**src/rtl/spi_pkg.sv**
```systemverilog
// rtl/spi_pkg.sv - shared constants for the SPI target endpoint
`timescale 1ns/1ps
package spi_pkg;

  localparam int DEF_DATA_W = 32;

  // {CPOL,CPHA} encodings
  localparam logic [1:0] MODE0 = 2'b00;
  localparam logic [1:0] MODE1 = 2'b01;
  localparam logic [1:0] MODE2 = 2'b10;
  localparam logic [1:0] MODE3 = 2'b11;

  // Target FSM states
  localparam logic [1:0] IDLE  = 2'd0;
  localparam logic [1:0] LOAD  = 2'd1;
  localparam logic [1:0] SHIFT = 2'd2;

endpackage

```
**src/rtl/spi_sync_fifo.sv**
```systemverilog
// rtl/spi_sync_fifo.sv - single-clock FIFO with stream-style push and pop ports
`timescale 1ns/1ps
module spi_sync_fifo #(
  parameter int DATA_W     = 32,
  parameter int FIFO_DEPTH = 16
) (
  input  logic              clk,
  input  logic              reset,
  input  logic [DATA_W-1:0] in_tdata,
  input  logic              in_tvalid,
  output logic              in_tready,
  output logic [DATA_W-1:0] out_tdata,
  output logic              out_tvalid,
  input  logic              out_tready
);

  localparam int PTR_W = $clog2(FIFO_DEPTH);
  localparam int CNT_W = PTR_W + 1;

  logic [DATA_W-1:0] mem_q [FIFO_DEPTH];
  logic [PTR_W-1:0]  wr_ptr_q, wr_ptr_d;
  logic [PTR_W-1:0]  rd_ptr_q, rd_ptr_d;
  logic [CNT_W-1:0]  count_q, count_d;
  logic              do_push, do_pop;

  assign in_tready  = (count_q != CNT_W'(FIFO_DEPTH));
  assign out_tvalid = (count_q != '0);
  // Head is read straight from storage; forced to zero while empty so nothing stale leaks out.
  assign out_tdata  = out_tvalid ? mem_q[rd_ptr_q] : '0;
  assign do_push    = in_tvalid & in_tready;
  assign do_pop     = out_tready & out_tvalid;

  // Next-state for pointers and occupancy; pointers wrap naturally at the power-of-2 depth.
  always_comb begin
    wr_ptr_d = wr_ptr_q;
    rd_ptr_d = rd_ptr_q;
    count_d  = count_q;
    if (do_push) wr_ptr_d = wr_ptr_q + PTR_W'(1);
    if (do_pop)  rd_ptr_d = rd_ptr_q + PTR_W'(1);
    case ({do_push, do_pop})
      2'b10:   count_d = count_q + CNT_W'(1);
      2'b01:   count_d = count_q - CNT_W'(1);
      default: count_d = count_q;
    endcase
  end

  // Pointer and count registers.
  always_ff @(posedge clk or negedge reset) begin
    if (!reset) begin
      wr_ptr_q <= '0;
      rd_ptr_q <= '0;
      count_q  <= '0;
    end else begin
      wr_ptr_q <= wr_ptr_d;
      rd_ptr_q <= rd_ptr_d;
      count_q  <= count_d;
    end
  end

  // Storage write; contents need no reset because the count gates every read.
  always_ff @(posedge clk) begin
    if (do_push) mem_q[wr_ptr_q] <= in_tdata;
  end

endmodule

```
**src/rtl/spi_target.sv**
```systemverilog
// rtl/spi_target.sv - SPI target endpoint with synchronized pins and TX/RX FIFOs
`timescale 1ns/1ps
module spi_target
  import spi_pkg::*;
#(
  parameter int DATA_W      = DEF_DATA_W,
  parameter int FIFO_DEPTH  = 16,
  parameter int SYNC_STAGES = 2
) (
  input  logic              clk,
  input  logic              reset,
  input  logic              enable,
  input  logic [1:0]        mode,
  input  logic [4:0]        word_size,
  input  logic              clear_flags,
  input  logic [DATA_W-1:0] tx_data,
  input  logic              tx_valid,
  output logic              tx_ready,
  output logic [DATA_W-1:0] rx_data,
  output logic              rx_valid,
  input  logic              rx_ready,
  output logic              rx_overrun,
  output logic              tx_underrun,
  output logic              busy,
  input  logic              sclk,
  input  logic              cs_n,
  input  logic              mosi,
  output logic              miso,
  output logic              miso_oe
);

  localparam int CNT_W = $clog2(DATA_W) + 1;

  // Pin synchronizers; sclk and cs_n carry one extra flop for edge detection.
  logic [SYNC_STAGES:0]   sclk_sync_q, sclk_sync_d;
  logic [SYNC_STAGES:0]   cs_sync_q, cs_sync_d;
  logic [SYNC_STAGES-1:0] mosi_sync_q, mosi_sync_d;
  logic sclk_s, sclk_p, cs_s, cs_p, mosi_s;
  logic sclk_rise, sclk_fall, cs_fall, cs_rise;

  // FSM and datapath registers
  logic [1:0]        state_q, state_d;
  logic [1:0]        mode_q, mode_d;
  logic [4:0]        ws_q, ws_d;
  logic [CNT_W-1:0]  bit_cnt_q, bit_cnt_d;
  logic [DATA_W-1:0] sh_q, sh_d;
  logic [DATA_W-1:0] rx_sh_q, rx_sh_d;
  logic              miso_q, miso_d;
  logic              rx_overrun_q, rx_overrun_d;
  logic              tx_underrun_q, tx_underrun_d;

  // FIFO handshakes and per-cycle control
  logic [DATA_W-1:0] tx_head, load_word;
  logic              tx_avail, tx_pop;
  logic              rx_push, rx_can_push;
  logic              ovr_set, und_set;
  logic              cpol, cpha, lead_edge, trail_edge, sample_edge, shift_edge;
  logic              abort, word_done;

  assign sclk_s    = sclk_sync_q[SYNC_STAGES-1];
  assign sclk_p    = sclk_sync_q[SYNC_STAGES];
  assign cs_s      = cs_sync_q[SYNC_STAGES-1];
  assign cs_p      = cs_sync_q[SYNC_STAGES];
  assign mosi_s    = mosi_sync_q[SYNC_STAGES-1];
  assign sclk_rise = sclk_s & ~sclk_p;
  assign sclk_fall = ~sclk_s & sclk_p;
  assign cs_fall   = ~cs_s & cs_p;
  assign cs_rise   = cs_s & ~cs_p;

  assign busy        = ~cs_s & enable;
  assign miso_oe     = busy;
  assign miso        = miso_q;
  assign rx_overrun  = rx_overrun_q;
  assign tx_underrun = tx_underrun_q;

  spi_sync_fifo #(.DATA_W(DATA_W), .FIFO_DEPTH(FIFO_DEPTH)) u_tx_fifo (
    .clk        (clk),
    .reset      (reset),
    .in_tdata   (tx_data),
    .in_tvalid  (tx_valid),
    .in_tready  (tx_ready),
    .out_tdata  (tx_head),
    .out_tvalid (tx_avail),
    .out_tready (tx_pop)
  );

  spi_sync_fifo #(.DATA_W(DATA_W), .FIFO_DEPTH(FIFO_DEPTH)) u_rx_fifo (
    .clk        (clk),
    .reset      (reset),
    .in_tdata   (rx_sh_q),
    .in_tvalid  (rx_push),
    .in_tready  (rx_can_push),
    .out_tdata  (rx_data),
    .out_tvalid (rx_valid),
    .out_tready (rx_ready)
  );

  // Shift each pin into its synchronizer chain.
  always_comb begin
    sclk_sync_d = {sclk_sync_q[SYNC_STAGES-1:0], sclk};
    cs_sync_d   = {cs_sync_q[SYNC_STAGES-1:0], cs_n};
    mosi_sync_d = {mosi_sync_q[SYNC_STAGES-2:0], mosi};
  end

  // Decode the latched mode into sample and shift edges.
  always_comb begin
    cpol = 1'b0;
    cpha = 1'b0;
    case (mode_q)
      MODE0:   begin cpol = 1'b0; cpha = 1'b0; end
      MODE1:   begin cpol = 1'b0; cpha = 1'b1; end
      MODE2:   begin cpol = 1'b1; cpha = 1'b0; end
      MODE3:   begin cpol = 1'b1; cpha = 1'b1; end
      default: begin cpol = 1'b0; cpha = 1'b0; end
    endcase
    lead_edge   = cpol ? sclk_fall : sclk_rise;
    trail_edge  = cpol ? sclk_rise : sclk_fall;
    sample_edge = cpha ? trail_edge : lead_edge;
    shift_edge  = cpha ? lead_edge : trail_edge;
  end

  // Transfer FSM: IDLE waits for select, LOAD fetches a TX word, SHIFT moves bits both ways.
  always_comb begin
    state_d   = state_q;
    mode_d    = mode_q;
    ws_d      = ws_q;
    bit_cnt_d = bit_cnt_q;
    sh_d      = sh_q;
    rx_sh_d   = rx_sh_q;
    miso_d    = miso_q;
    load_word = '0;
    tx_pop    = 1'b0;
    rx_push   = 1'b0;
    ovr_set   = 1'b0;
    und_set   = 1'b0;
    abort     = cs_rise | ~enable;
    word_done = (bit_cnt_q == CNT_W'(ws_q) + CNT_W'(1));
    case (state_q)
      IDLE: begin
        miso_d = 1'b0;
        if (cs_fall && enable) begin
          mode_d  = mode;
          ws_d    = word_size;
          state_d = LOAD;
        end
      end
      LOAD: begin
        if (abort) begin
          miso_d  = 1'b0;
          state_d = IDLE;
        end else begin
          if (tx_avail) begin
            load_word = tx_head;
            tx_pop    = 1'b1;
          end else begin
            und_set   = 1'b1;
          end
          bit_cnt_d = '0;
          rx_sh_d   = '0;
          // CPHA=0 presents the MSB immediately; CPHA=1 waits for the first shift edge.
          if (!cpha) begin
            miso_d = load_word[ws_q];
            sh_d   = load_word << 1;
          end else begin
            sh_d   = load_word;
          end
          state_d = SHIFT;
        end
      end
      SHIFT: begin
        if (abort) begin
          miso_d  = 1'b0;
          state_d = IDLE;
        end else if (word_done) begin
          rx_push = 1'b1;
          ovr_set = ~rx_can_push;
          state_d = LOAD;
        end else begin
          if (sample_edge) begin
            rx_sh_d   = {rx_sh_q[DATA_W-2:0], mosi_s};
            bit_cnt_d = bit_cnt_q + CNT_W'(1);
          end
          // In CPHA=0 the trailing edge left over from the previous word must not eat the new MSB.
          if (shift_edge && (cpha || bit_cnt_q != '0)) begin
            miso_d = sh_q[ws_q];
            sh_d   = sh_q << 1;
          end
        end
      end
      default: begin
        miso_d  = 1'b0;
        state_d = IDLE;
      end
    endcase
    rx_overrun_d  = (rx_overrun_q & ~clear_flags) | ovr_set;
    tx_underrun_d = (tx_underrun_q & ~clear_flags) | und_set;
  end

  // All control and datapath registers.
  always_ff @(posedge clk or negedge reset) begin
    if (!reset) begin
      sclk_sync_q   <= '0;
      cs_sync_q     <= '1;
      mosi_sync_q   <= '0;
      state_q       <= IDLE;
      mode_q        <= MODE0;
      ws_q          <= '0;
      bit_cnt_q     <= '0;
      sh_q          <= '0;
      rx_sh_q       <= '0;
      miso_q        <= 1'b0;
      rx_overrun_q  <= 1'b0;
      tx_underrun_q <= 1'b0;
    end else begin
      sclk_sync_q   <= sclk_sync_d;
      cs_sync_q     <= cs_sync_d;
      mosi_sync_q   <= mosi_sync_d;
      state_q       <= state_d;
      mode_q        <= mode_d;
      ws_q          <= ws_d;
      bit_cnt_q     <= bit_cnt_d;
      sh_q          <= sh_d;
      rx_sh_q       <= rx_sh_d;
      miso_q        <= miso_d;
      rx_overrun_q  <= rx_overrun_d;
      tx_underrun_q <= tx_underrun_d;
    end
  end

endmodule

```
**config.mk**
```make
export PLATFORM = sky130hd
export DESIGN_NAME = spi_target
export DESIGN_NICKNAME = d
export VERILOG_FILES = /design/src/rtl/spi_pkg.sv /design/src/rtl/spi_sync_fifo.sv /design/src/rtl/spi_target.sv
export SDC_FILE = /design/constraint.sdc
export NUM_CORES = 1
export LEC_CHECK = 0
export CAP_MARGIN = 20
export CELL_PAD_IN_SITES_DETAIL_PLACEMENT = 1
export CELL_PAD_IN_SITES_GLOBAL_PLACEMENT = 1
export CORE_ASPECT_RATIO = 1.5
export CORE_MARGIN = 2
export CORE_UTILIZATION = 49
export CTS_CLUSTER_DIAMETER = 60
export DETAILED_ROUTE_END_ITERATION = 6
export PLACE_DENSITY = 0.82
export SYNTH_ARGS = -nofsm -noshare
export SYNTH_HDL_FRONTEND = slang
export SYNTH_SLANG_ARGS = --single-unit
export TNS_END_PERCENT = 5
```
**constraint.sdc**
```tcl
create_clock -name clk -period 5.2 [get_ports clk]
set_input_delay 1.04 -clock clk [delete_from_list [all_inputs] [get_ports clk]]
set_output_delay 1.04 -clock clk [all_outputs]
set_load 0.05 [all_outputs]
```
==> run summary, run 1 <==
The flow ran to the end, and the final reports show no timing, DRC or antenna violations. Flip-flop cell with the highest count after synthesis: sky130_fd_sc_hd__edfxtp_1. After synthesis, the cell types taking the most area are sky130_fd_sc_hd__edfxtp_1 (67%), sky130_fd_sc_hd__mux4_2 (14%), sky130_fd_sc_hd__dfrtp_1 (6.2%). The sort of element at the start of the critical path was a register. Across all register-to-register paths, the minimum setup slack is 0.88 ns. The fraction of post-synthesis cell area in the top cell type by area was 0.6718; the switching power was 9685 µW. The biggest area contributor in the post-synthesis netlist is sky130_fd_sc_hd__edfxtp_1.

The tools report the remaining max-slew budget at the tightest pin as 0.2590. The critical register-to-register path startpoint was ws_q[0]. After clock tree synthesis, the setup repair step added 0 buffers. Initial core utilization: 0.4936. The tools report the capture point of the worst path as rx_data[10].

Across the routed clock network, the largest skew measured is 0.03013 ns. The data required time of the critical path is 4.16 ns, and the area growth from synthesis to layout is 13.33%. The path class of the lowest-slack min-delay path was register to register. After detailed routing, the number of remaining DRC violations is 0. For the static leakage power, the log shows 0.01685 µW.

After the last flow step, the layout net total stands at 2559. The cell area that synthesis handed to floorplanning was 0.04577 mm². The area enclosed by the die boundary is 0.09592 mm², and the number of register bits inferred by synthesis is 1140.

The run gives 1885 as the number of violations reported at the end of detailed-routing iteration 0. Synthesis handed over a netlist of 2353 instances. The die is 253.6 µm wide. The library cell used most frequently in the layout, excluding fill and tap cells, is sky130_fd_sc_hd__edfxtp_1.

The first-pass GRT wire length was 173.1 mm. The logs give 0.09274 mm² for the total core area and 0.332 for the part of the total power dissipated in combinational logic. For the count of endpoints failing hold in the final timing report, the log shows 0. STA classifies the critical path endpoint as a primary output. The finished cells cover 0.05187 mm².

The buffer levels on the longest clock path came out at 3. The Yosys step of the flow raised 0 warnings. For this run the aggregate overflow at the end of global routing stands at 0.

The tree built by TritonCTS fans out to 1140 sinks. In this run the number of H-tree levels came out at 3. Dividing the detail-routed via count by the number of cells gives 6.146.

Setup repair after global routing left no endpoint under its margin. The number of gates resized after CTS was 0. The via count of the routed design was 23519; the switching part of the total power was 0.3383. The number of flops mapped to enable cells by yosys came out at 1024. On the worst path, the slowest cell contributes a delay of 0.83 ns.

The cell-internal power was 18950 µW; the global-route total usage across every layer was 0.2489. The tools report the number of buffers added to fix hold violations after cts as 0. In this run the worst setup path begins at u_rx_fifo.rd_ptr_q[0]. The congestion estimate from routability-driven global placement came to 0.8589. The top cell types in the final layout, fill and taps aside, are sky130_fd_sc_hd__edfxtp_1 (1024), sky130_fd_sc_hd__mux4_2 (279), sky130_fd_sc_hd__nand2_1 (165). The aggregate negative setup slack is 0 ns. The type of the worst setup path was register to primary output. For the worst flop-to-flop path, the logic depth is 9. The initial antenna violation count came out at 2. The tools report the share of power burned in registers as 0.401.

For the number of max-capacitance violations reported, the log shows 0. The number of rows in the core area is 137, and the transition time of the tightest slew-check pin is 1.112 ns. Clock-pin transition on the worst setup and hold timing paths: 0.07 ns. The count of unique library cells instantiated by Yosys is 79, and the ratio of cells with drive above 1 in the final layout is 0.2377.

Power spread over the standard cell area amounts to 551.9 mW/mm². The run gives 0 as the total of endpoints with negative setup slack in the final report. The average instance in the mapped netlist occupies 19.45 µm².

The later pin in the worst-skew pair is clocked with a latency of 0.70 ns. The number of max-slew violations in the final report is 0. The most numerous cell on the critical path was sky130_fd_sc_hd__mux4_2. The run gives 0.267 as the clock power share.

The share of the cycle needed by the critical path after routing was 0.9413. TritonCTS built the clock tree. The post-detailed-route count of antenna-violating nets was 0. The logs give 26081 for the via count of the first global-routing pass and 0.7353 for the proportion of synthesized chip area in sequential cells.

In this run the worst path has a maximum fanout of 28. For this run, the top clock speed supported by timing is 204.3 MHz. The data arrival time at the worst-slack endpoint is 3.85 ns, and the detailed-routing iteration count for the pre-antenna-repair pass is 5. The worst vdd rail ir drop is 0.0005554 V, and the number of inserted filler cells in the final layout is 8028. Detailed placement finished with a half-perimeter wire length of 68.90 mm. The share of flip-flops with an asynchronous set or reset after synthesis was 0.1018. The tools report the capture instance of the worst register-to-register path as u_rx_fifo.mem_q[4][25].

The number of port buffers works out to 86. Traced cell by cell, the critical path runs through buf_12 -> mux4_2 -> mux4_2 -> and2_1 -> clkdlybuf4s50_1. The number of clock buffers inserted by TritonCTS was 102; the instance area after placement was 0.04849 mm².

In this run the count of I/O pins placed on the die edge is 87. The tree is rooted in a sky130_fd_sc_hd__clkbuf_16. The largest net degree at the start of global routing was 85. The post-layout minimum cycle time was 4.895 ns; the final wirelength was 115.9 mm. The slowest stage of the critical path belongs to the cell sky130_fd_sc_hd__dfrtp_4. In the final routed layout, each cell accounts on average for 30.28 µm. The die outline height was 378.3 µm. The number of nets handed over by synthesis was 2426.
cell type report:
type	instances	area (µm²)	share of cell area
clock buffers	137	2849	0.05492
clock inverters	56	530.5	0.01023
multi-input cells	1050	11590	0.2235
repair buffers	162	1545	0.02979
diodes	1	2.502	0.00004824
well taps	1251	1565	0.03017
inverters	30	112.6	0.002171
flip-flops and latches	1140	33680	0.6492
per-layer routing:
layer  GRT usage  vias up  share of wire
met5           0        -              0
met4      0.1215        0          0.048
met3     0.03574      302          0.051
met2      0.4508      932           0.54
met1      0.2885    12502           0.36
li1            -     9783              -
metrics by stage:
stage	hold slack [ns]	power, µW	std cells	worst slack, ns	util
finish	0.3480	28630	3827	0.3053	0.5594
floorplan	0.3312	17960	2353	0.3233	-
detailed placement	0.3373	21130	3633	0.7443	0.5229
global placement	0.3326	20690	3633	0.9071	0.5229
global route	0.3639	29680	3826	0.1745	0.5594
CTS	0.3512	28810	3826	0.2149	0.5594
logic make-up after synthesis:
family / share of synthesized area
AND/OR/NAND/NOR: 0.03589
multiplexers: 0.1628
buffers and inverters: 0.01708
AO/OA/AOI/OAI: 0.03603
adder cells (fa/ha/maj): 0.006998
flip-flops: 0.7353
XOR/XNOR: 0.005932
worst min-delay path by stage:
stage	start	to	slack [ns]	depth (start not counted)
3_3_place_gp	sclk_sync_q[0]	sclk_sync_q[1]	0.33	0
5_1_grt	cs_sync_q[0]	cs_sync_q[1]	0.36	0
3_5_place_dp	mosi_sync_q[0]	mosi_sync_q[1]	0.34	0
2_1_floorplan	mosi_sync_q[0]	mosi_sync_q[1]	0.33	0
6_report	mosi_sync_q[0]	mosi_sync_q[1]	0.35	0
4_1_cts	mosi_sync_q[0]	mosi_sync_q[1]	0.35	0
synthesized netlist by cell type (6+ instances only):
library cell               count
sky130_fd_sc_hd__a211oi_1     16
sky130_fd_sc_hd__a21oi_1      35
sky130_fd_sc_hd__a22oi_1      22
sky130_fd_sc_hd__and2_1       41
sky130_fd_sc_hd__buf_1        19
sky130_fd_sc_hd__buf_2        24
sky130_fd_sc_hd__buf_4        18
sky130_fd_sc_hd__buf_6         6
sky130_fd_sc_hd__clkbuf_1     64
sky130_fd_sc_hd__dfrtp_1     113
sky130_fd_sc_hd__edfxtp_1   1024
sky130_fd_sc_hd__ha_1         24
sky130_fd_sc_hd__inv_1        26
sky130_fd_sc_hd__mux2_2       33
sky130_fd_sc_hd__mux2i_1      69
sky130_fd_sc_hd__mux4_2      279
sky130_fd_sc_hd__nand2_1     165
sky130_fd_sc_hd__nand2b_1      9
sky130_fd_sc_hd__nand3_1      27
sky130_fd_sc_hd__nand4_1       7
sky130_fd_sc_hd__nor2_1       72
sky130_fd_sc_hd__nor3_1       20
sky130_fd_sc_hd__o211ai_1     16
sky130_fd_sc_hd__o21ai_0      93
sky130_fd_sc_hd__o22ai_1       8
sky130_fd_sc_hd__xnor2_1      23
sky130_fd_sc_hd__xor2_1        8
critical path: cells and delay by family (launching register included):
kind | cells | cell delay (ns)
flops | 1 | 0.83
mux | 2 | 1.07
buf+inv | 2 | 1.04
simple gates | 1 | 0.19
power groups by stage:
stage                     sequential (µW)  clock, µW  combinational [µW]
after floorplan                     11000          0                6930
after global placement              11600          0                9120
after global routing                11600       8030               10100
after detailed placement            11700          0                9460
final                               11500       7640                9500
after CTS                           11500       7740                9570
flip-flops by register name, summed over array words and instances, names as in the netlist:
name / cells
tx_underrun: 1
sclk_sync_q: 3
u_rx_fifo.mem_q: 512
bit_cnt_q: 6
rx_sh_q: 32
state_q: 2
rx_overrun: 1
sh_q: 32
cs_sync_q: 3
mosi_sync_q: 2
u_tx_fifo.rd_ptr_q: 4
u_tx_fifo.wr_ptr_q: 4
mode_q: 2
u_rx_fifo.rd_ptr_q: 4
u_rx_fifo.wr_ptr_q: 4
miso: 1
u_tx_fifo.mem_q: 512
u_tx_fifo.count_q: 5
u_rx_fifo.count_q: 5
ws_q: 5
Power figures use the tool's default switching activity.
==> inputs of run 2 (changes only) <==
Settings changed: SYNTH_HIERARCHICAL from default to 1.
==> run summary, run 2 <==
The run finished with clean final reports. The transition time of the tightest slew-check pin works out to 1.091 ns (-0.02025 ns). Share of flip-flops with an asynchronous set or reset after synthesis: 0.1018 (unchanged). Die outline height: 379.2 µm (+0.23%). The post-layout net count is 2544 (-0.59%). The worst vdd rail ir drop was 0.0003178 V (-43%); the number of port buffers was 86 (unchanged).

The sink count of the clock tree came out at 1140 (unchanged). The area share of fa/ha/maj cells after synthesis came out at 0.006802 (-0.0001956). For the power consumption, the log shows 27820 µW (-2.8%). The number of max-slew violations in the final report came out at 0 (unchanged). In the final layout, the registers with the most flip-flops are u_rx_fifo/mem_q (512), u_tx_fifo/mem_q (512).

The post-layout minimum cycle time was 4.747 ns (-0.1475 ns). The share of the synthesized area in compound gates (AO/OA/AOI/OAI) works out to 0.03183 (-0.004194). The top cell types in the final layout, fill and taps aside, are sky130_fd_sc_hd__edfxtp_1 (1024), sky130_fd_sc_hd__mux4_2 (256), sky130_fd_sc_hd__o21ai_0 (133).

The run gives 8083 (+0.69%) as the number of inserted filler cells in the final layout. The HPWL reported at the end of detailed placement is 68.60 mm (-0.43%), and the total congestion overflow is 0 (unchanged). The root buffer cell is sky130_fd_sc_hd__clkbuf_16. The met2 wire length is 61.49 mm (-2.2%), and the number of register bits inferred by synthesis is 1140 (unchanged). Number of ports placed on the die boundary: 87 (unchanged).

The largest family of logic cells by synthesized area was multiplexers. The xor and xnor area share after synthesis is 0.005333 (-0.0005988), and the post-layout worst setup margin is 0.4527 ns (+0.1475 ns). The DRC violations left is 0 (unchanged).

For the count of unique library cells instantiated by Yosys, the log shows 69 (-13%). The initial antenna violation count is 9 (+7), and the routed length on met1 is 41.46 mm (-0.13%). The width of the die is 254.1 µm (+0.23%). Among all flip-flop cells after synthesis, the most frequent one is sky130_fd_sc_hd__edfxtp_1. For the proportion of synthesized chip area in sequential cells, the log shows 0.7319 (-0.003401). The worst clock skew on the final layout is 0.02726 ns (-0.002876 ns).

The via count of the first global-routing pass was 25644 (-1.7%); the count of endpoints failing hold in the final timing report was 0 (unchanged). The largest net degree at the start of global routing came out at 96 (+13%). The gate count of the mapped netlist was 2336 (-0.72%). In the post-synthesis netlist, the biggest area contributors are sky130_fd_sc_hd__edfxtp_1 (67%), sky130_fd_sc_hd__mux4_2 (13%), sky130_fd_sc_hd__dfrtp_1 (6.1%). The initial core utilization is 0.4941 (about the same).

The logs give 0 ns (unchanged) for the aggregate negative setup slack and 3 (unchanged) for the number of H-tree branching levels. The ratio of cells with drive above 1 in the final layout came out at 0.2488 (+0.01116). The total area of multi-input combinational cells was 0.01170 mm² (+0.95%). The path class of the lowest-slack min-delay path is register to register. The number of cells on the worst reg-to-reg path came out at 15 (+6). After synthesis, the most frequently instantiated cells are sky130_fd_sc_hd__edfxtp_1 (1024), sky130_fd_sc_hd__mux4_2 (256), sky130_fd_sc_hd__o21ai_0 (133), sky130_fd_sc_hd__nand2_1 (123), sky130_fd_sc_hd__mux2i_1 (121). The total nets after synthesis was 2409 (-0.70%). The clock-pin transition on the worst setup and hold timing paths was 0.07 ns (about the same); the post-synthesis instance area was 0.04599 mm² (+0.46%). The post-detailed-route count of antenna-violating nets came out at 0 (unchanged). For the total core area, the log shows 0.09308 mm² (+0.37%).

The average wire per cell in the routed design was 29.43 µm (-2.8%). The area enclosed by the die boundary came out at 0.09636 mm² (+0.46%). The first-pass GRT wire length is 168.8 mm (-2.5%), and the number of instances on the worst hold path is 0 (unchanged). The number of rows in the core area is 137 (unchanged), and the number of buffers added to fix hold violations after cts is 0 (unchanged).

The final non-filler cell total is 3808 (-0.50%). The total instance count after detailed placement came out at 3618 (-0.41%). The kind of end point of the critical path is a primary output.

Data arrival time at the worst-slack endpoint: 3.71 ns (-0.14 ns). The power density normalized to cell area was 535.6 mW/mm² (-3.0%); the warning count from the yosys run was 6 (+6). TritonCTS built the clock tree. The portion of netlist area occupied by mux cells was 0.1814 (+0.01865). The run gives 0 (unchanged) as the number of max-capacitance violations reported. Highest metal layer with signal wires: met5.

Final wirelength: 112.1 mm (-3.3%). The clock latency at the later pin of the worst-skew pair was 0.72 ns (+0.02 ns). The most common cell after layout, fill and taps aside was sky130_fd_sc_hd__edfxtp_1. Sort of element at the start of the critical path: a register.

The storage element area is 0.03368 mm² (about the same). The run gives 0 (unchanged) as the quantity of gates resized following cts. Remaining max-slew budget at the tightest pin: 0.2725 (+0.01350). The number of flops mapped to enable cells by yosys was 1024 (unchanged); the average footprint of a synthesized cell was 19.69 µm² (+1.2%). The static leakage power was 0.01662 µW (-1.4%).

Average vias per placed instance: 6.062 (-1.4%). The dominant cell type by area after synthesis is sky130_fd_sc_hd__edfxtp_1. The buffer levels on the longest clock path is 3 (unchanged). The detailed-routing iteration count for the pre-antenna-repair pass was 5 (unchanged). The data required time of the critical path was 4.16 ns (about the same). Area share of and/or/nand/nor cells after synthesis: 0.02394 (-0.01195). The met3 wirelength from detailed routing was 5.473 mm (-7.7%). The tools report the number of clock buffers inserted by TritonCTS as 101 (-0.98%).

The highest fanout seen on the critical path is 19 (-32%), and the fraction of post-synthesis cell area in the top cell type by area is 0.6687 (-0.003107). The final weighted congestion in routability-driven placement was 0.7967 (-7.2%); the setup fix buffers added after clock tree synthesis was 0 (unchanged). Type of the worst setup path: register to primary output.

The logs give 0.2404 (-0.008429) for the global-route total usage across every layer and 23084 (-1.8%) for the via count of the routed design. The number of violations reported at the end of detailed-routing iteration 0 is 1901 (+0.85%). The tools report the worst slack at placement as 0.3515 ns (-0.3927 ns). Compared with the post-synthesis result, the final layout area differs by 12.97%. The logs give 210.6 MHz (+3.1%) for the highest clock rate and 0 (unchanged) for the total of endpoints with negative setup slack in the final report.

Setup repair after global routing left no endpoint under its margin. By instance count, the leading cell after synthesis is sky130_fd_sc_hd__edfxtp_1. The share of the cycle needed by the critical path after routing is 0.9129 (-0.02836).
run 2: cell count changes after synthesis, sizes merged, moves of 21 or more:
cell	delta
mux2i	+52
a21oi	+39
nor2	-33
mux4	-21
and2	-37
o21ai	+41
mux2	+74
nand2	-42
run 2: per-stage QoR:
stage,hold WS (ns),instance area [µm²],utilization
after floorplan,0.3312,45990,-
after global routing,0.3749,51950,0.5581
after CTS,0.3684,51920,0.5578
final,0.3644,51950,0.5581
after global placement,0.3398,48670,0.5228
after detailed placement,0.3378,48670,0.5228
run 2: metal layers:
layer,vias up,track usage
met5,-,0
met3,219,0.03216
met2,789,0.4403
met1,12362,0.2846
met4,4,0.09723
li1,9710,-
run 2: kinds of logic after synthesis:
logic type                 Yosys count
AOI/OAI and AO/OA                  259
xor gates and xnor gates            28
adders and majority gates           25
buffers and inverters              156
DFF                               1140
muxes                              490
and+or+nand+nor                    238
run 2: final cells by class:
type                            count  share of cell area
Antenna cell                        1          0.00004817
Clock inverter                     63             0.01110
Tap cell                         1251             0.03013
Sequential cell                  1140              0.6484
Clock buffer                      125             0.05154
Inverter                           18            0.001301
Multi-Input combinational cell   1040              0.2253
Timing Repair Buffer              170             0.03225
run 2: report_power, final:
part	switching (µW)	internal [µW]
sequential	901	10600
clock	3360	4040
combinational	4980	3910
total	9240	18600
run 2: final timing paths:
| path | startpoint | to | slack [ns] |
|---|---|---|---|
| setup / recovery | u_rx_fifo/rd_ptr_q[1] | rx_data[15] | 0.45 |
| hold / removal | sclk_sync_q[0] | sclk_sync_q[1] | 0.36 |
| setup reg to reg | ws_q[1] | u_rx_fifo/count_q[4] | 0.73 |
| hold reg to reg | sclk_sync_q[0] | sclk_sync_q[1] | 0.36 |
| max in group asynchronous | reset | rx_sh_q[4] | 3.73 |
| min in group asynchronous | reset | rx_sh_q[27] | 0.39 |
run 2: critical path, cell delays in order, from the launching register on:
cell and delay [ns]:
sky130_fd_sc_hd__dfrtp_4 0.65, sky130_fd_sc_hd__buf_4 0.38, sky130_fd_sc_hd__mux4_2 0.55, sky130_fd_sc_hd__mux2_2 0.28, sky130_fd_sc_hd__o21ai_0 0.21, sky130_fd_sc_hd__a21oi_1 0.11, sky130_fd_sc_hd__clkdlybuf4s50_1 0.77
==> inputs of run 3 (changes only) <==
Settings changed: PLACE_DENSITY 0.82 to default, PLACE_DENSITY_LB_ADDON from default to 0.1.
==> run summary, run 3 (synthesis results as in run 2) <==
For the number of H-tree branching levels, the log shows 3 (unchanged). Clock-pin transition on the worst setup and hold timing paths: 0.07 ns (about the same). The remaining max-slew budget at the tightest pin is 0.3250 (+0.05252), and the via count of the first global-routing pass is 24840 (-3.1%). The data arrival time at the worst-slack endpoint was 3.83 ns (+0.12 ns); the average vias per placed instance was 5.902 (-2.6%).

Total area of multi-input combinational cells: 0.01170 mm² (unchanged). The number of clock buffers inserted by TritonCTS is 104 (+3.0%). The critical path starts at u_rx_fifo/rd_ptr_q[1].

The total instance count after detailed placement was 3613 (-0.14%); the quantity of gates resized following cts was 0 (unchanged). Sort of element at the start of the critical path: a register. The biggest cell delay along the critical path was 0.73 ns (-0.04 ns). Area growth from synthesis to layout: 13.40%. The min-delay analysis places its worst path in the category register to register. The post-layout minimum cycle time came out at 4.873 ns (+0.1258 ns). The highest fanout seen on the critical path is 22 (+3).

The run gives 40.85 mm (-1.5%) as the routed length on met1. The worst register-to-register path ends at u_rx_fifo/count_q[4]. For the sink count of the clock tree, the log shows 1140 (unchanged). The tools report the final non-filler cell total as 3806 (-0.053%).

The DRC violations left came out at 0 (unchanged). The HPWL reported at the end of detailed placement was 62.69 mm (-8.6%). The area enclosed by the die boundary is 0.09636 mm² (unchanged). The run gives 0.03368 mm² (unchanged) as the storage element area. TritonCTS built the clock tree. The number of cells on the worst reg-to-reg path works out to 14 (-1). The number of max-slew violations in the final report was 0 (unchanged). The logs give 0.05215 mm² (+0.38%) for the total non-filler cell area in the finished layout and 0 (unchanged) for the post-detailed-route count of antenna-violating nets. The transition time of the tightest slew-check pin came out at 1.013 ns (-0.07878 ns).

The run gives 161.2 mm (-4.5%) as the first-pass GRT wire length. Number of port buffers: 86 (unchanged). The flow ran to the end, and the final reports show no timing, DRC or antenna violations. The kind of end point of the critical path is a primary output. The via count of the routed design is 22462 (-2.7%), and the logic depth of the worst setup path including buffers is 7 (+1). The run gives 0.98 ns (+0.25 ns) as the reg2reg setup slack. The critical path ends at rx_data[28]. The number of inserted filler cells in the final layout is 8070 (-0.16%), and the initial antenna violation count is 6 (-3). The share of the cycle needed by the critical path after routing was 0.9371 (+0.02420). The total core area is 0.09308 mm² (unchanged).

The final weighted congestion in routability-driven placement is 0.7391 (-7.2%), and the worst vdd rail ir drop is 0.0003306 V (+4.1%). The met2 wire length is 58.95 mm (-4.1%). The number of ports placed on the die boundary was 87 (unchanged). Setup repair after global routing left no endpoint under its margin.

For the total of endpoints with negative setup slack in the final report, the log shows 0 (unchanged). The detailed-routing iteration count for the pre-antenna-repair pass came out at 5 (unchanged). The logs give 0.4941 (unchanged) for the initial core utilization and 0 (unchanged) for the count of endpoints failing hold in the final timing report. The library cells used most frequently in the layout, excluding fill and tap cells, are sky130_fd_sc_hd__edfxtp_1 (1024), sky130_fd_sc_hd__mux4_2 (256), sky130_fd_sc_hd__o21ai_0 (133). The run gives 1617 (-15%) as the number of violations reported at the end of detailed-routing iteration 0. Most common cell after layout, fill and taps aside: sky130_fd_sc_hd__edfxtp_1. Among the stages of the critical path, the cell type that occurs most often is sky130_fd_sc_hd__buf_4.

The power density normalized to cell area is 538.5 mW/mm² (+0.56%). The kind of cell with the highest combined delay along the critical path is buffers and inverters. The total congestion overflow came out at 0 (unchanged). The width of the die was 254.1 µm (unchanged); the post-layout net count was 2543 (-0.039%). The critical path goes through buf_4 -> buf_4 -> mux4_2 -> mux2_2 -> o21ai_1 -> a21oi_1 -> clkdlybuf4s50_1. The met3 wirelength from detailed routing was 4.614 mm (-16%); the average wire per cell in the routed design was 28.25 µm (-4.0%). The largest net degree at the start of global routing is 80 (-17%).

The final core utilization is 0.5603 (+0.002124), and the aggregate negative setup slack is 0 ns (unchanged). The global-route total usage across every layer came out at 0.2305 (-0.009930). The instance area after placement was 0.04869 mm² (about the same); the ratio of cells with drive above 1 in the final layout was 0.2470 (-0.001860).

The highest metal layer carrying signal wires in the routed design is met5. Setup fix buffers added after clock tree synthesis: 0 (unchanged). In this run the critical register-to-register path is launched from ws_q[2]. The worst clock skew on the final layout was 0.02622 ns (-0.001041 ns). The buffer levels on the longest clock path was 3 (unchanged). Clock latency at the later pin of the worst-skew pair: 0.70 ns (-0.02 ns). Clock tree synthesis selected as its root buffer the cell sky130_fd_sc_hd__clkbuf_16. The buffer and inverter count on the worst path is 3 (+1), and the number of buffers added to fix hold violations after cts is 0 (unchanged).

The die outline height is 379.2 µm (unchanged), and the worst hold margin is 0.3499 ns (-0.01458 ns). The number of max-capacitance violations reported is 0 (unchanged), and the number of inserted diodes is 0 (-1). For the highest clock rate, the log shows 205.2 MHz (-2.6%).

The final wirelength came out at 107.5 mm (-4.0%). The largest registers in the layout are u_rx_fifo/mem_q (512), u_tx_fifo/mem_q (512). The data required time of the critical path is 4.16 ns (about the same), and the number of rows in the core area is 137 (unchanged). The run gives 0.01671 µW (+0.52%) as the static leakage power. The cell with the largest stage delay on the worst path was sky130_fd_sc_hd__clkdlybuf4s50_1. The type of the worst setup path is register to primary output.
==> run 3: changes by cell type in the layout (fill, tap and decap cells not counted), sizes merged <==
cell	before	now
buf	85	81
bufinv	7	10
clkbuf	125	126
clkinv	39	43
clkinvlp	11	6
diode	1	0
==> run 3: worst min-delay path by stage <==
stage,startpoint,depth (start not counted),end,slack (ns)
floorplan,mosi_sync_q[0],0,mosi_sync_q[1],0.33
detailed placement,mosi_sync_q[0],0,mosi_sync_q[1],0.34
finish,mosi_sync_q[0],0,mosi_sync_q[1],0.35
global placement,mosi_sync_q[0],0,mosi_sync_q[1],0.34
global route,cs_sync_q[0],0,cs_sync_q[1],0.36
CTS,mosi_sync_q[0],0,mosi_sync_q[1],0.35
==> run 3: per-stage QoR <==
stage                     power, µW  setup WS [ns]
after floorplan               17880         0.2283
after global placement        20530         0.6270
after detailed placement      20740         0.5740
after CTS                     28440         0.2288
after global routing          29350         0.1373
final                         28080         0.3269
==> run 3: layout make-up <==
class / count / share of cell area
Tap cell: 1251 / 0.03002
Multi-Input combinational cell: 1040 / 0.2244
Clock inverter: 65 / 0.01152
Timing Repair Buffer: 166 / 0.03314
Clock buffer: 126 / 0.05372
Sequential cell: 1140 / 0.6459
Inverter: 18 / 0.001296
==> run 3: power breakdown <==
group	leakage [µW]	total, µW	internal [µW]	switching, µW
Combinational	0.00449	8890	4000	4890
Clock	0.00166	7680	4340	3340
Sequential	0.0106	11500	10600	886
==> run 3: per-layer routing <==
metal  global-route usage  vias up
met5                    0        -
met4              0.07969        4
met3              0.03189      169
met2               0.4234      531
met1               0.2767    12051
li1                     -     9707
